### src/rtl/mem_ctrl_burst_if.sv
// rtl/mem_ctrl_burst_if.sv - FWFT command FIFO to fixed-latency BRAM burst engine
module mem_ctrl_burst_if #(
    parameter int ADDR_W    = 8,
    parameter int DATA_W    = 8,
    parameter int LEN_W     = 4,
    parameter int RD_LAT    = 1,
    parameter int MEM_DEPTH = 256
) (
    input  logic                              clk,
    input  logic                              rst,
    input  logic [2+LEN_W+ADDR_W+DATA_W-1:0]  cmd_fifo_data,
    input  logic                              cmd_fifo_empty,
    output logic                              cmd_fifo_rd_en,
    input  logic                              resp_fifo_full,
    output logic                              resp_fifo_wr_en,
    output logic [DATA_W-1:0]                 resp_fifo_data,
    output logic                              resp_fifo_err,
    output logic                              bram_en,
    output logic                              bram_we,
    output logic [ADDR_W-1:0]                 bram_addr,
    output logic [DATA_W-1:0]                 bram_din,
    input  logic [DATA_W-1:0]                 bram_dout,
    output logic                              busy,
    output logic [15:0]                       err_count
);
    localparam int CMD_W = 2 + LEN_W + ADDR_W + DATA_W;

    localparam logic [2:0] S_IDLE     = 3'd0;
    localparam logic [2:0] S_WR_BEAT  = 3'd1;
    localparam logic [2:0] S_RD_ISSUE = 3'd2;
    localparam logic [2:0] S_RD_WAIT  = 3'd3;
    localparam logic [2:0] S_RD_RESP  = 3'd4;
    localparam logic [2:0] S_ERR_RESP = 3'd5;

    localparam logic [ADDR_W:0] DEPTH_L  = (ADDR_W+1)'(MEM_DEPTH);
    localparam logic [2:0]      LAT_LAST = 3'(RD_LAT - 1);

    logic [1:0]        f_op;
    logic [LEN_W-1:0]  f_len;
    logic [ADDR_W-1:0] f_addr;
    logic [DATA_W-1:0] f_wdata;

    assign f_op    = cmd_fifo_data[CMD_W-1 -: 2];
    assign f_len   = cmd_fifo_data[ADDR_W+DATA_W +: LEN_W];
    assign f_addr  = cmd_fifo_data[DATA_W +: ADDR_W];
    assign f_wdata = cmd_fifo_data[DATA_W-1:0];

    logic [2:0]        state;
    logic [LEN_W-1:0]  len_r;
    logic [LEN_W-1:0]  beat;
    logic [ADDR_W-1:0] cur_addr;
    logic [DATA_W-1:0] wdata_r;
    logic [2:0]        lat_cnt;
    logic              beat_oor;

    logic [ADDR_W-1:0] nb_addr;
    logic              nb_ok;
    logic              err_inc;

    // Address/range of the beat about to be launched, and whether this edge counts an error beat
    always_comb begin
        nb_addr = (state == S_IDLE) ? f_addr : cur_addr + ADDR_W'(1);
        nb_ok   = ({1'b0, nb_addr} < DEPTH_L);
        err_inc = 1'b0;
        case (state)
            S_IDLE:    if (!cmd_fifo_empty) err_inc = (f_op == 2'b11) || !nb_ok;
            S_WR_BEAT: if (beat != len_r) err_inc = !nb_ok;
            S_RD_RESP: if (!resp_fifo_full && beat != len_r) err_inc = !nb_ok;
            default:   err_inc = 1'b0;
        endcase
    end

    // Command FSM; every output is registered and launched on the edge that enters its state
    always_ff @(posedge clk) begin
        if (rst) begin
            state           <= S_IDLE;
            len_r           <= '0;
            beat            <= '0;
            cur_addr        <= '0;
            wdata_r         <= '0;
            lat_cnt         <= '0;
            beat_oor        <= 1'b0;
            cmd_fifo_rd_en  <= 1'b0;
            resp_fifo_wr_en <= 1'b0;
            resp_fifo_data  <= '0;
            resp_fifo_err   <= 1'b0;
            bram_en         <= 1'b0;
            bram_we         <= 1'b0;
            bram_addr       <= '0;
            bram_din        <= '0;
            busy            <= 1'b0;
            err_count       <= '0;
        end else begin
            cmd_fifo_rd_en  <= 1'b0;
            resp_fifo_wr_en <= 1'b0;
            if (err_inc && err_count != 16'hFFFF) err_count <= err_count + 16'd1;
            case (state)
                S_IDLE: begin
                    if (!cmd_fifo_empty) begin
                        cmd_fifo_rd_en <= 1'b1;
                        busy           <= 1'b1;
                        len_r          <= f_len;
                        beat           <= '0;
                        cur_addr       <= f_addr;
                        wdata_r        <= f_wdata;
                        case (f_op)
                            2'b01: begin
                                state     <= S_WR_BEAT;
                                bram_en   <= nb_ok;
                                bram_we   <= nb_ok;
                                bram_addr <= f_addr;
                                bram_din  <= f_wdata;
                            end
                            2'b11: begin
                                state          <= S_ERR_RESP;
                                resp_fifo_data <= '0;
                                resp_fifo_err  <= 1'b1;
                            end
                            default: begin
                                state     <= S_RD_ISSUE;
                                bram_en   <= nb_ok;
                                bram_we   <= 1'b0;
                                bram_addr <= f_addr;
                                beat_oor  <= !nb_ok;
                            end
                        endcase
                    end
                end
                S_WR_BEAT: begin
                    if (beat == len_r) begin
                        state   <= S_IDLE;
                        busy    <= 1'b0;
                        bram_en <= 1'b0;
                        bram_we <= 1'b0;
                    end else begin
                        beat      <= beat + LEN_W'(1);
                        cur_addr  <= nb_addr;
                        bram_en   <= nb_ok;
                        bram_we   <= nb_ok;
                        bram_addr <= nb_addr;
                        bram_din  <= wdata_r;
                    end
                end
                S_RD_ISSUE: begin
                    bram_en <= 1'b0;
                    if (beat_oor) begin
                        resp_fifo_data <= '0;
                        resp_fifo_err  <= 1'b1;
                        state          <= S_RD_RESP;
                    end else begin
                        lat_cnt <= '0;
                        state   <= S_RD_WAIT;
                    end
                end
                S_RD_WAIT: begin
                    if (lat_cnt == LAT_LAST) begin
                        resp_fifo_data <= bram_dout;
                        resp_fifo_err  <= 1'b0;
                        state          <= S_RD_RESP;
                    end else begin
                        lat_cnt <= lat_cnt + 3'd1;
                    end
                end
                S_RD_RESP: begin
                    if (!resp_fifo_full) begin
                        resp_fifo_wr_en <= 1'b1;
                        if (beat == len_r) begin
                            state <= S_IDLE;
                            busy  <= 1'b0;
                        end else begin
                            beat      <= beat + LEN_W'(1);
                            cur_addr  <= nb_addr;
                            bram_en   <= nb_ok;
                            bram_we   <= 1'b0;
                            bram_addr <= nb_addr;
                            beat_oor  <= !nb_ok;
                            state     <= S_RD_ISSUE;
                        end
                    end
                end
                S_ERR_RESP: begin
                    if (!resp_fifo_full) begin
                        resp_fifo_wr_en <= 1'b1;
                        state           <= S_IDLE;
                        busy            <= 1'b0;
                    end
                end
                default: begin
                    state <= S_IDLE;
                    busy  <= 1'b0;
                end
            endcase
        end
    end
endmodule

### config.mk
export PLATFORM = sky130hd
export DESIGN_NAME = mem_ctrl_burst_if
export DESIGN_NICKNAME = d
export VERILOG_FILES = /design/src/rtl/mem_ctrl_burst_if.sv
export SDC_FILE = /design/constraint.sdc
export NUM_CORES = 1
export LEC_CHECK = 0
export CAP_MARGIN = 30
export CORE_MARGIN = 2
export CORE_UTILIZATION = 30
export CTS_CLUSTER_DIAMETER = 120
export DETAILED_ROUTE_END_ITERATION = 16
export SYNTH_ARGS = -nofsm -noshare
export SYNTH_HDL_FRONTEND = slang
export SYNTH_SLANG_ARGS = --single-unit
### constraint.sdc
create_clock -name clk -period 5.5 [get_ports clk]
set_input_delay 1.1 -clock clk [delete_from_list [all_inputs] [get_ports clk]]
set_output_delay 1.1 -clock clk [all_outputs]
set_load 0.05 [all_outputs]
---- Word level (Yosys, flattened, before mapping) ----
Index checks and enable logic that the tools add are counted.
word-level totals
  input bits .............................. 34
  logic and storage cells ................. 135
  register bits ........................... 77
operators by class
  mux-type cells .......................... 62
  reduce and logical (&&, ||, !) cells .... 25
  $add $sub $neg .......................... 4
  bitwise gates (word level) .............. 4
  equality and inequality tests ........... 23
operators with widths
  operator                                                          number
  8-bit 2-to-1 mux                                                  14
  8-bit one-hot mux with 3 select lines                             3
  5-bit AND reduction                                               5
  3-bit 2-to-1 mux                                                  8
  2-bit inequality test (second input constant)                     12
  1-bit 2-to-1 mux                                                  22
  3-bit one-hot mux with 6 select lines                             1
  16-bit by 1-bit adder with 16-bit output (second input constant)  1
  16-bit inequality test (second input constant)                    1
  8-bit one-hot mux with 2 select lines                             1
  4-bit 2-to-1 mux                                                  3
  3-bit one-hot mux with 2 select lines                             2
  4-bit one-hot mux with 3 select lines                             1
  4-bit AND reduction                                               3
  2-bit OR reduction                                                5
  8-bit by 1-bit adder with 8-bit output (second input constant)    1
  3-bit by 2-bit == test with 1-bit output (second input constant)  2
  3-bit == test (second input constant)                             2
  3-bit logical NOT                                                 2
  1-bit one-hot mux with 3 select lines                             2
  3-bit AND reduction                                               2
  2-bit nonzero test                                                3
  3-bit nonzero test                                                2
  1-bit one-hot mux with 5 select lines                             1
  14 further kinds                                                  19

---- Longest topological paths before layout ----
Gate-level depths: netlist of run 1.
  depth after elaboration ................. 5
  mapped depth ............................ 8
  depth with buffers taken out ............ 6

---- Least setup slack after synthesis of run 1 ----
No wires, ideal clock.
  kind .................................... input -> register
  start point ............................. in cmd_fifo_empty
  end point ............................... reg cur_addr[1]
  slack ................................... 3141 ps
  required time ........................... 5372 ps
  arrival time ............................ 2232 ps
  library setup time ...................... 128 ps
  stages .................................. 6
  cell sequence ........................... or3b_4 > and3_4 > a21oi_4 > buf_6 > mux2i_1 > nor2_1
between the ends
  word-level cells in the longest chain between the ends .. 2
RTL lines
  element                                 line  source
  start, declared                         12    input logic cmd_fifo_empty,
  2-bit inequality test (no source line)  -
  3-bit AND reduction (no source line)    -
  end signal, assigned                    104   cur_addr <= f_addr;
  end signal, assigned                    137   cur_addr <= nb_addr;
  end signal, assigned                    172   cur_addr <= nb_addr;
  end, declared                           51    logic [ADDR_W-1:0] cur_addr;
No other way between the ends.
A chain may end at the register's enable or synchronous reset.

---- Final worst setup path of run 1 ----
  start point ............................. in cmd_fifo_empty
  end point ............................... reg bram_din[6]
between the ends
  word-level cells in the longest chain between the ends .. 2
RTL lines
  element                                 line  source
  2-bit inequality test (no source line)  -
  4-bit AND reduction (no source line)    -
  end signal, assigned                    112   bram_din <= f_wdata;
  end signal, assigned                    141   bram_din <= wdata_r;
  end, declared                           21    output logic [DATA_W-1:0] bram_din,
No other way between the ends.

==> results.sh, run 1 <==
export IMPL_status="completed"
export IMPL_whs_ns=0.4579
export IMPL_start_util_pct=30.92
export IMPL_crit_path_max_incr_delay_ns=0.76
export IMPL_cts_resized=0
export IMPL_synth_async_reset_ratio_pct=0
export IMPL_rows=40
export IMPL_ant_nets=0
export IMPL_start_kind="input port"
export IMPL_grt_pass1_vias=3153
export IMPL_num_fill_cells=1239
export IMPL_port_buffers=79
export IMPL_clockBufferDepth=2
export IMPL_maxSlewViolCount=0
export IMPL_gr_total_overflow=0
export IMPL_grt_max_degree=36
export IMPL_antenna_found_initial=0
export IMPL_hp_class="reg2reg"
export IMPL_synth_avg_cell_area_um2=8.755
export IMPL_max_freq_mhz=315.4
export IMPL_hold_viol_final=0
export IMPL_dp_cells=649
export IMPL_cts_made_buffers=9
export IMPL_maxCapViolCount=0
export IMPL_holdCritStartpoint="wdata_r[3]$_SDFFE_PP0P_"
export IMPL_dominantRegCellSynth="dfxtp_1"
export IMPL_die_y_um=115.5
export IMPL_dp_slack_ns=1.992
export IMPL_crit_slowest_cell="a31oi_1"
export IMPL_finalClockSkew_ns=0.008158
export IMPL_synth_edf_count=0
export IMPL_synth_seq_cells=76
export IMPL_grt_pass1_wl_mm=15.32
export IMPL_worstMarginPinSlew_ns=0.9213
export IMPL_finalNetCount=531
export IMPL_htreeDepth=3
export IMPL_irDropWorstVdd_mv=0.1240
export IMPL_clock_root_buffer="clkbuf_16"
export IMPL_layout_common_cells="clkdlybuf4s50_1, dfxtp_1, nand2_1"
export IMPL_post_cts_buffers=0
export IMPL_setup_viol=0
export IMPL_syn_nets=465
export IMPL_period_share_pct=57.65
export IMPL_rsz0062_at_grt="no"
export IMPL_hpwl_mm=6.710
export IMPL_setup_ws_ns=2.329
export IMPL_die_area_um2=13340
export IMPL_cp_arrival_ns=3.38
export IMPL_path_clk_slew_ns=0.06
export IMPL_syn_area_um2=3730
export IMPL_wl_mm=9.321
export IMPL_ys_warn_count=0
export IMPL_syn_inst=426
export IMPL_critical_path_cell_chain="clkdlybuf4s50_1, or3b_4, nand4_1, a31oi_1, and2_4, a211oi_2"
export IMPL_dieWidth_um=115.5
export IMPL_drt_pass1_iterations=4
export IMPL_finalNonFillerCells=665
export IMPL_cts_hold_fix_buffers=0
export IMPL_drive_gt1_share_pct=9.054
export IMPL_design_portCount=80
export IMPL_path_max_fanout=11
export IMPL_areaGrowthSynthToFinish_pct=30.93
export IMPL_post_drt_wl_per_cell_um=14.02
export IMPL_relSlewSlack_pct=38.29
export IMPL_fin_crit_ns=3.171
export IMPL_final_common_cell="clkdlybuf4s50_1"
export IMPL_drc=0
export IMPL_gp_congestion=0.8197
export IMPL_end_kind="register"
export IMPL_path_class="in2reg"
export IMPL_r2r_start="state[2]$_SDFFE_PP0P_"
export IMPL_yosysUniqueCellTypes=65
export IMPL_grt_use_total_pct=14.70
export IMPL_leakagePower_uw=0.001689
export IMPL_drt_iter0_markers=141
export IMPL_critical_path_startpoint="cmd_fifo_empty"
export IMPL_powerDensity_nw_per_um2=341.7
export IMPL_clock_sinks=76
export IMPL_fin_setup_tns_ns=0
export IMPL_required_ns=5.71
export IMPL_cts_tree="done"
export IMPL_worstSkewPairLatency_ns=0.34
export IMPL_vias=3253
export IMPL_viasPerCell=4.892
export IMPL_n_antenna_cell=0
export IMPL_final_core_util_pct=40.49
export IMPL_yosysSeqAreaShare_pct=40.79
export IMPL_core_area_um2=12060
## worst max-delay path: cells and delay by family
family | cells | cell delay (ns)
compound gates | 2 | 0.85
buf+inv | 1 | 0.53
simple gates | 3 | 0.90
## per-stage QoR
| step | area, µm² | total power (µW) |
|---|---|---|
| finish | 4883 | 1669 |
| global route | 4883 | 1762 |
| CTS | 4883 | 1694 |
| detailed placement | 4594 | 1123 |
| global placement | 4594 | 1114 |
| floorplan | 3730 | 996.8 |
## layout make-up
type	count	area, µm²	share of cell area, %
clock inverter	5	36.28	0.7430
inverter	13	48.80	0.9992
sequential	76	1521	31.16
tap	168	210.2	4.304
timing repair buffer	80	793.3	16.24
multi-input combinational	312	2021	41.38
clock buffer	11	252.7	5.176
## state kept, by name (all words and copies together) (netlist names)
register         flops
bram_addr            8
state                3
cmd_fifo_rd_en       1
beat                 4
resp_fifo_err        1
bram_we              1
wdata_r              8
cur_addr             8
len_r                4
bram_en              1
busy                 1
resp_fifo_wr_en      1
err_count           16
resp_fifo_data       8
lat_cnt              3
bram_din             8
## per-layer routing
metal	wire length [µm]	track usage [%]	vias to the layer above
met5	0	0	-
met4	65	4.337	0
met3	348	4.341	6
met2	4606	25.07	61
met1	4300	17.92	1538
li1	-	-	1648
## synth_stat cells, types with 3 or more instances
master | count | area (µm²)
a211o_1 | 4 | 35.03
a211oi_2 | 8 | 100.1
a21oi_1 | 37 | 185.2
a22oi_1 | 8 | 60.06
a31oi_1 | 4 | 25.02
and4_1 | 3 | 26.28
buf_2 | 6 | 30.03
buf_6 | 5 | 56.30
clkbuf_1 | 14 | 52.55
dfxtp_1 | 76 | 1521
ha_1 | 5 | 62.56
inv_1 | 13 | 48.80
mux2i_1 | 20 | 200.2
nand2_1 | 50 | 187.7
nand3_1 | 10 | 50.05
nand4_1 | 8 | 50.05
nor2_1 | 43 | 161.4
nor3_1 | 9 | 45.04
nor4_1 | 3 | 18.77
o2111ai_1 | 3 | 26.28
o211ai_1 | 3 | 22.52
o21a_1 | 4 | 30.03
o21ai_0 | 13 | 65.06
or3_1 | 8 | 50.05
xnor2_1 | 14 | 122.6
xor2_1 | 8 | 70.07
## power by group
part	internal, µW	total [µW]	switching [µW]
Combinational	174	452	278
Sequential	603	655	52.3
Clock	331	561	231
Total	1110	1670	561
## path summary, 6_finish.rpt
path / end / slack [ns] / cells past startpoint
setup / recovery: bram_din[6]$_SDFFE_PP0P_ / 2.33 / 6
hold / removal: wdata_r[3]$_SDFFE_PP0P_ / 0.46 / 2
setup reg to reg: bram_din[6]$_SDFFE_PP0P_ / 2.85 / 5
hold reg to reg: wdata_r[3]$_SDFFE_PP0P_ / 0.46 / 2
## cells by family after synthesis
logic type	count (synthesis)	share of synthesized area (%)
buffers and inverters	38	5.032
DFF	76	40.79
adders and majority gates	5	1.677
and+or+nand+nor	158	21.54
xor gates and xnor gates	23	5.602
muxes	22	5.971
AOI/OAI and AO/OA	104	19.39
No activity file was read; power rests on OpenSTA's default activity.
==> inputs of run 2 (changes only) <==
==> constraint.sdc (replaced) <==
create_clock -name clk -period 3.11 [get_ports clk]
set_input_delay 0.622 -clock clk [delete_from_list [all_inputs] [get_ports clk]]
set_output_delay 0.622 -clock clk [all_outputs]
set_load 0.05 [all_outputs]
==> results.sh, run 2 (synthesis results as in run 1) <==
export IMPL_status="completed"
export IMPL_powerDensity_nw_per_um2=597.4
export IMPL_gr_total_overflow=0
export IMPL_antenna_found_initial=0
export IMPL_dp_slack_ns=0.2462
export IMPL_die_area_um2=13340
export IMPL_worstHoldEndpoint="wdata_r[1]$_SDFFE_PP0P_"
export IMPL_regMostFlops="err_count"
export IMPL_end_kind="register"
export IMPL_rows=40
export IMPL_dieWidth_um=115.5
export IMPL_port_buffers=79
export IMPL_leakagePower_uw=0.001697
export IMPL_die_y_um=115.5
export IMPL_final_common_cell="clkdlybuf4s50_1"
export IMPL_viasPerCell=4.896
export IMPL_critPathBufInv=1
export IMPL_path_max_fanout=11
export IMPL_cp_arrival_ns=2.74
export IMPL_gp_congestion=0.7637
export IMPL_cts_resized=0
export IMPL_timing_rr_end="bram_din[4]$_SDFFE_PP0P_"
export IMPL_irDropWorstVdd_mv=0.2529
export IMPL_whs_path_depth=2
export IMPL_holdCritStartpoint="wdata_r[1]$_SDFFE_PP0P_"
export IMPL_core_area_um2=12060
export IMPL_worstMarginPinSlew_ns=0.9625
export IMPL_finalClockSkew_ns=0.007303
export IMPL_clockBufferDepth=2
export IMPL_crit_slowest_cell="a31oi_1"
export IMPL_worstSkewPairLatency_ns=0.33
export IMPL_relSlewSlack_pct=35.54
export IMPL_areaGrowthSynthToFinish_pct=31.63
export IMPL_critical_path_cell_chain="clkdlybuf4s50_1, o21ai_1, nand4_1, a31oi_1, and2_4, a211oi_2"
export IMPL_hpwl_mm=6.800
export IMPL_grt_pass1_wl_mm=14.79
export IMPL_num_fill_cells=1232
export IMPL_largest_register_ffs=16
export IMPL_drive_gt1_share_pct=9.940
export IMPL_wl_mm=9.400
export IMPL_drt_iter0_markers=148
export IMPL_max_freq_mhz=393.0
export IMPL_drt_pass1_iterations=4
export IMPL_post_cts_buffers=0
export IMPL_setup_viol=0
export IMPL_period_share_pct=81.83
export IMPL_htreeDepth=3
export IMPL_vias=3285
export IMPL_grt_max_degree=35
export IMPL_rr_worst_depth=5
export IMPL_fin_crit_ns=2.545
export IMPL_cts_made_buffers=9
export IMPL_n_antenna_cell=0
export IMPL_finalNetCount=537
export IMPL_cts_hold_fix_buffers=0
export IMPL_maxSlewViolCount=0
export IMPL_maxCapViolCount=0
export IMPL_hp_class="reg2reg"
export IMPL_path_class="in2reg"
export IMPL_layout_common_cells="clkdlybuf4s50_1, dfxtp_1, nand2_1"
export IMPL_r2r_slack_ns=0.65
export IMPL_design_portCount=80
export IMPL_grt_pass1_vias=3030
export IMPL_clock_sinks=76
export IMPL_grt_use_total_pct=14.01
export IMPL_setup_ws_ns=0.5652
export IMPL_cts_tree="done"
export IMPL_clock_root_buffer="clkbuf_16"
export IMPL_start_util_pct=30.92
export IMPL_path_clk_slew_ns=0.06
export IMPL_crit_family="compound AO/OA/AOI/OAI gates"
export IMPL_required_ns=3.31
export IMPL_drc=0
export IMPL_hold_viol_final=0
export IMPL_crit_path_max_incr_delay_ns=0.76
export IMPL_r2r_start="state[0]$_SDFFE_PP0P_"
export IMPL_rsz0062_at_grt="no"
export IMPL_fin_setup_tns_ns=0
export IMPL_start_kind="input port"
export IMPL_ant_nets=0
export IMPL_post_drt_wl_per_cell_um=14.01
-- run 2: cell types whose count changed in the layout (fill, tap and decap cells not counted) --
cell	delta
buf_4	+6
clkinvlp_4	+3
clkbuf_8	-2
clkinv_4	-2
clkbuf_1	+1
-- run 2: how the worst max path moves through the flow --
stage / endpoint / start / slack (ns) / cells past startpoint
after detailed placement: bram_din[5]$_SDFFE_PP0P_ / resp_fifo_full / 0.25 / 6
final: bram_din[4]$_SDFFE_PP0P_ / resp_fifo_full / 0.57 / 6
after global placement: bram_din[5]$_SDFFE_PP0P_ / resp_fifo_full / 0.36 / 6
after CTS: bram_din[5]$_SDFFE_PP0P_ / resp_fifo_full / 0.60 / 6
after floorplan: err_count[6]$_SDFFE_PP0P_ / err_count[0]$_SDFFE_PP0P_ / 0.83 / 7
after global routing: bram_din[3]$_SDFFE_PP0P_ / resp_fifo_full / 0.38 / 6
-- run 2: report_power, final --
part	internal [µW]	leakage, µW	switching, µW
Sequential	1070	0.000619	89.3
Clock	539	0.000124	416
Combinational	319	0.000954	504
-- run 2: tightest hold or removal path, cell delays in order (launching register included) --
cell and delay [ns]:
dfxtp_1 0.31, nand2_1 0.05, a21oi_1 0.05
-- run 2: final cells by class --
class	instances	area, µm²	area share [%]
well taps	168	210.2	4.281
clock inverters	6	41.29	0.8410
inverters	13	48.80	0.9939
multi-input cells	312	2021	41.16
flip-flops and latches	76	1521	30.99
clock buffers	10	229.0	4.664
repair buffers	86	838.3	17.07
-- run 2: through the flow --
step	std cells	cell area, µm²	utilization [%]	hold slack, ns	total power (µW)
final	671	4910	40.71	0.4552	2933
after global routing	671	4910	40.71	0.4744	3069
after CTS	671	4910	40.71	0.4576	2965
after detailed placement	655	4639	38.46	0.4491	2002
after global placement	655	4639	38.46	0.4425	1990
after floorplan	426	3730	-	0.4360	1763
-- run 2: metal layers --
layer / global-route usage, % / routed length, µm / up-vias
met2: 23.47 / 4507 / 65
li1: - / - / 1665
met5: 0 / 0 / -
met4: 5.301 / 174 / 0
met3: 3.400 / 410 / 14
met1: 17.44 / 4307 / 1541
